## config.mk

```make
export PLATFORM = sky130hd
export DESIGN_NAME = spi_slave_rx_fifo
export DESIGN_NICKNAME = d
export VERILOG_FILES = /design/src/rtl/spi_slave_rx_fifo.sv
export SDC_FILE = /design/constraint.sdc
export NUM_CORES = 1
export LEC_CHECK = 0
export ABC_AREA = 1
export CAP_MARGIN = 20
export CORE_UTILIZATION = 50
export DETAILED_ROUTE_END_ITERATION = 10
export PLACE_DENSITY = 0.72
export SETUP_SLACK_MARGIN = 0.1
export SYNTH_ARGS = -nofsm -noshare
export SYNTH_HDL_FRONTEND = slang
export SYNTH_SLANG_ARGS = --single-unit
```

## constraint.sdc

```tcl
create_clock -name axi_aclk -period 3.2 [get_ports axi_aclk]
set_clock_uncertainty 0.15 [all_clocks]
set_input_delay 0.8 -clock axi_aclk [delete_from_list [all_inputs] [get_ports axi_aclk]]
set_output_delay 0.8 -clock axi_aclk [all_outputs]
set_load 0.05 [all_outputs]
```

## src/rtl/spi_slave_rx_fifo.sv

```systemverilog
// Receive-side FIFO between the SPI slave deserializer and the AXI plug.
// First-word fall-through output, occupancy counter and high-water mark.
module spi_slave_rx_fifo #(
  parameter int unsigned DATA_WIDTH   = 32,
  parameter int unsigned BUFFER_DEPTH = 8,
  parameter int unsigned AFULL_LEVEL  = BUFFER_DEPTH - 2
) (
  input  logic                              axi_aclk,
  input  logic                              axi_aresetn,
  input  logic                              clear,
  input  logic [DATA_WIDTH-1:0]             data_in,
  input  logic                              data_in_valid,
  output logic                              data_in_ready,
  output logic [DATA_WIDTH-1:0]             data_out,
  output logic                              data_out_valid,
  input  logic                              data_out_ready,
  output logic [$clog2(BUFFER_DEPTH):0]     elements,
  output logic                              almost_full,
  output logic [$clog2(BUFFER_DEPTH):0]     max_level
);

  localparam int unsigned PTR_W = $clog2(BUFFER_DEPTH);
  localparam int unsigned CNT_W = PTR_W + 1;

  logic [DATA_WIDTH-1:0] mem_q [BUFFER_DEPTH];

  logic [PTR_W-1:0] wr_ptr_q, wr_ptr_d;
  logic [PTR_W-1:0] rd_ptr_q, rd_ptr_d;
  logic [CNT_W-1:0] elements_q, elements_d;
  logic [CNT_W-1:0] max_level_q, max_level_d;

  logic push, pop;

  // Handshake qualifiers; clear blocks both sides in its cycle.
  always_comb begin
    data_in_ready  = (elements_q != CNT_W'(BUFFER_DEPTH)) && !clear;
    data_out_valid = (elements_q != '0) && !clear;
    push           = data_in_valid && data_in_ready;
    pop            = data_out_valid && data_out_ready;
  end

  always_comb begin
    wr_ptr_d    = wr_ptr_q;
    rd_ptr_d    = rd_ptr_q;
    elements_d  = elements_q;
    max_level_d = max_level_q;
    if (clear) begin
      wr_ptr_d    = '0;
      rd_ptr_d    = '0;
      elements_d  = '0;
      max_level_d = '0;
    end else begin
      if (push) wr_ptr_d = wr_ptr_q + PTR_W'(1);
      if (pop)  rd_ptr_d = rd_ptr_q + PTR_W'(1);
      if (push && !pop)      elements_d = elements_q + CNT_W'(1);
      else if (pop && !push) elements_d = elements_q - CNT_W'(1);
      // High-water mark tracks the occupancy that the coming edge will produce.
      if (elements_d > max_level_q) max_level_d = elements_d;
    end
  end

  always_ff @(posedge axi_aclk or negedge axi_aresetn) begin
    if (!axi_aresetn) begin
      wr_ptr_q    <= '0;
      rd_ptr_q    <= '0;
      elements_q  <= '0;
      max_level_q <= '0;
    end else begin
      wr_ptr_q    <= wr_ptr_d;
      rd_ptr_q    <= rd_ptr_d;
      elements_q  <= elements_d;
      max_level_q <= max_level_d;
    end
  end

  // Storage is intentionally not reset.
  always_ff @(posedge axi_aclk) begin
    if (push) mem_q[wr_ptr_q] <= data_in;
  end

  assign data_out    = mem_q[rd_ptr_q];
  assign elements    = elements_q;
  assign max_level   = max_level_q;
  assign almost_full = elements_q >= CNT_W'(AFULL_LEVEL);

endmodule
```

==> metrics <==
family with the most delay on the worst path=flip-flops; outcome=complete, no violations; Initial Util=roughly half; Setup CP Type=register to output pin; buffers and inverters on the worst path=3; TritonCTS Sinks=270; CP max-delay cell=dfrtp_4; Final Cycle Share=97.4%; vias in the first global route=6774; first-pass GRT wire length=35700 µm; Reg2Reg Depth=16; routed vias/inst=between 5 and 6; FF+latch count, synth=between 200 and 300; Final Wtd Congestion=0.814; CTS tree=built; most frequent CP cell=nand2_1; final WL=roughly 24000 µm; minimum clock period=3.12 ns; total gr overflow=0; area added between synthesis and finish=22.6%; Layout Cells excl Fill=roughly 1300; htree depth=1; reg2reg end=max_level[2]$_DFFE_PN0P_; antenna violations before repair=0; Worst Setup End Kind=output pin; # DRC=0; Power Density=~750 nW/µm²; max-cap violation count=0; Antenna Nets Post-Route=0; hold endpoint=max_level[0]$_DFFE_PN0P_; clock latency on the worst-skew pair=approximately 0.54 ns; fmax=0.321 GHz; slew margin rel.=56.4%; Hold Path Stages=2; r2r setup slk=about 0.43 ns; Placed Instances=about 1200; core region area=21200 µm²; share of synthesized area spent on multiplexers=0%; Core Rows=53; unrepaired setup endpoints after global routing=yes; Routed wire per std cell=19.0 µm; Post-Synth XOR/XNOR Area=less than 1%; total CTS buffers=28; Syn Nets=between 900 and 1000; final net count=1000; maximum vdd drop=430 µV; post-synthesis compound-gate area fraction=8.89%; die area=22400 µm²; Hold Path Class=register to register; Max Buffers Root-to-Sink=3; largest family of logic cells by synthesized area=simple AND/OR/NAND/NOR gates; Synth Cell Area=10900 µm²; Setup violations, final=0; fin util=approximately 63%; Detailed Place HPWL=12300 µm; number of port buffers=79; layout cells sized above 1=between 10 and 15%; hold path startpoint=max_level[0]$_DFFE_PN0P_; Yosys cell types=28; post-synthesis simple-gate area fraction=12.9%; Worst EP required=2.25 ns; adder-cell share of the synthesized area=1.03%; Clk pin slew, worst setup/hold paths=roughly 0.06 ns; Slew Viols, Final=0; measured slew at the worst slew-check pin=0.652 ns; Synth Instances=860; Pwr Total=around 10 mW; die boundary height=150 µm; crit start category=register; io pins=80; DRT iter0 DRCs=543; pin count of the biggest net entering global routing=81; Reg2Reg Launch Point=elements[0]$_DFF_PN0_; # fillers=1554; cts hold-fix bufs=0; DR pass1 iterations=5; ant diodes=0; crit path DAT=2.17 ns; Total GRT Usage=20.7%; Root Driver=clkbuf_16; CP Max Fanout=28; Die W=150 µm; CP Cell Sequence=clkinv_8 -> buf_12 -> nor2_1 -> o32ai_1 -> nand2_1 -> nand2_1 -> buf_6; Fin. Hold Viols=0; max incr delay on CP=0.57 ns; Synth warnings=0; average size of a mapped cell=around 13 µm²; leakage power=around 4.7 nW; Vias=7050; sequential share of the synthesized area=73.6%
[worst register-to-register path, delay by kind of cell, from the launching register on]
kind                     cells  cell delay, ns
AND/OR/NAND/NOR              8            0.81
adder cells (fa/ha/maj)      2            0.54
AO/OA/AOI/OAI                4            0.51
flip-flops                   1            0.42
buffers and inverters        2            0.23
[metrics by stage]
step           setup WS, ns  setup TNS, ns  area, µm²  hold WS, ns
3_5_place_dp        -0.0437        -0.0826      12200        0.397
3_3_place_gp       -0.00501       -0.00501      12200        0.383
5_1_grt             -0.0261        -0.0261      13400        0.432
4_1_cts              0.0727              0      13100        0.411
2_1_floorplan        -0.304         -76.36      10900        0.354
6_report             0.0836              0      13400        0.415
[cell type report]
cell class / count / area [µm²] / area share (%)
timing repair buffer: 114 / 1400 / 10.4
sequential: 270 / 8050 / 60.1
inverter: 22 / 95.1 / 0.710
timing repair inverter: 1 / 8.76 / 0.0654
multi-input combinational: 517 / 2650 / 19.8
tap: 275 / 344 / 2.57
clock inverter: 14 / 85.1 / 0.636
clock buffer: 37 / 756 / 5.65
[synthesized netlist by cell type, drive strengths merged]
master  count  area (µm²)
buf        26         184
a21oi       5        25.0
o32ai      64         561
ha          9         113
o21a        1        7.51
clkbuf     25        93.8
o21ai      73         369
xnor2       2        17.5
nand3      15        85.1
dfrtp      14         350
clkinv      1        3.75
nor2      207         785
nand2     137         529
a22o        1        8.76
xor2        1        8.76
inv        21        78.8
nand4       2        12.5
edfxtp    256        7690
[power breakdown]
group          switching, mW  internal [mW]
registers             0.0844           3.99
logic                   1.91           1.08
clock network           1.24           1.72
[sequential cells by signal (all words and copies together) (netlist names)]
register / cells
elements: 4
rd_ptr_q: 3
mem_q: 256
max_level: 4
wr_ptr_q: 3
[layer usage]
metal  track usage [%]  part of all wire (%)
met1              27.3                    41
met2              35.3                    50
met3              2.84                   5.7
met4              7.27                   2.6
met5                 0                     0
[cells by family (layout without fill, tap and decap cells)]
kind of cell             count (synthesis)  count (layout)
adder cells (fa/ha/maj)                  9               9
AO/OA/AOI/OAI                          144             144
flip-flops                             270             270
AND/OR/NAND/NOR                        361             361
buffers and inverters                   73             188
XOR/XNOR                                 3               3
[how the worst max path moves through the flow]
| stage | from | to | slack (ns) | cells past startpoint |
|---|---|---|---|---|
| 2_1_floorplan | elements[0]$_DFF_PN0_ | mem_q[0][0]$_DFFE_PP_ | -0.30 | 7 |
| 3_3_place_gp | clear | max_level[2]$_DFFE_PN0P_ | -0.005 | 16 |
| 3_5_place_dp | clear | max_level[2]$_DFFE_PN0P_ | -0.04 | 16 |
| 4_1_cts | rd_ptr_q[0]$_DFFE_PN0P_ | data_out[23] | 0.07 | 6 |
| 5_1_grt | rd_ptr_q[0]$_DFFE_PN0P_ | data_out[23] | -0.03 | 7 |
| 6_report | rd_ptr_q[0]$_DFFE_PN0P_ | data_out[23] | 0.08 | 7 |
[layout by cell type, fill, tap and decap left out, types with 2 or more instances in the layout]
cell type        count
buf_12              19
clkbuf_1             8
o32ai_1             55
o32ai_2              9
inv_1               17
dfrtp_1             12
clkdlybuf4s50_1     44
clkinv_2             5
xnor2_1              2
dfrtp_4              2
nor2_4               9
inv_2                3
o21ai_1              6
clkinv_1             9
nor2_1             197
buf_6               13
nand3_2              2
nand2_1            132
nand2_2              4
ha_1                 9
nand4_1              2
edfxtp_1           256
nand3_1             13
a21oi_1              5
clkbuf_16           31
buf_4               29
buf_16               5
o21ai_0             66
[what timing repair did]
item	4_1_cts	5_1_grt
setup buffers	0	5
cloned	1	3
resized for setup	6	37
hold endpoints to repair	0	0
setup endpoints to repair	29	32
pin swaps	0	0
No activity file was read; power rests on OpenSTA's default activity.
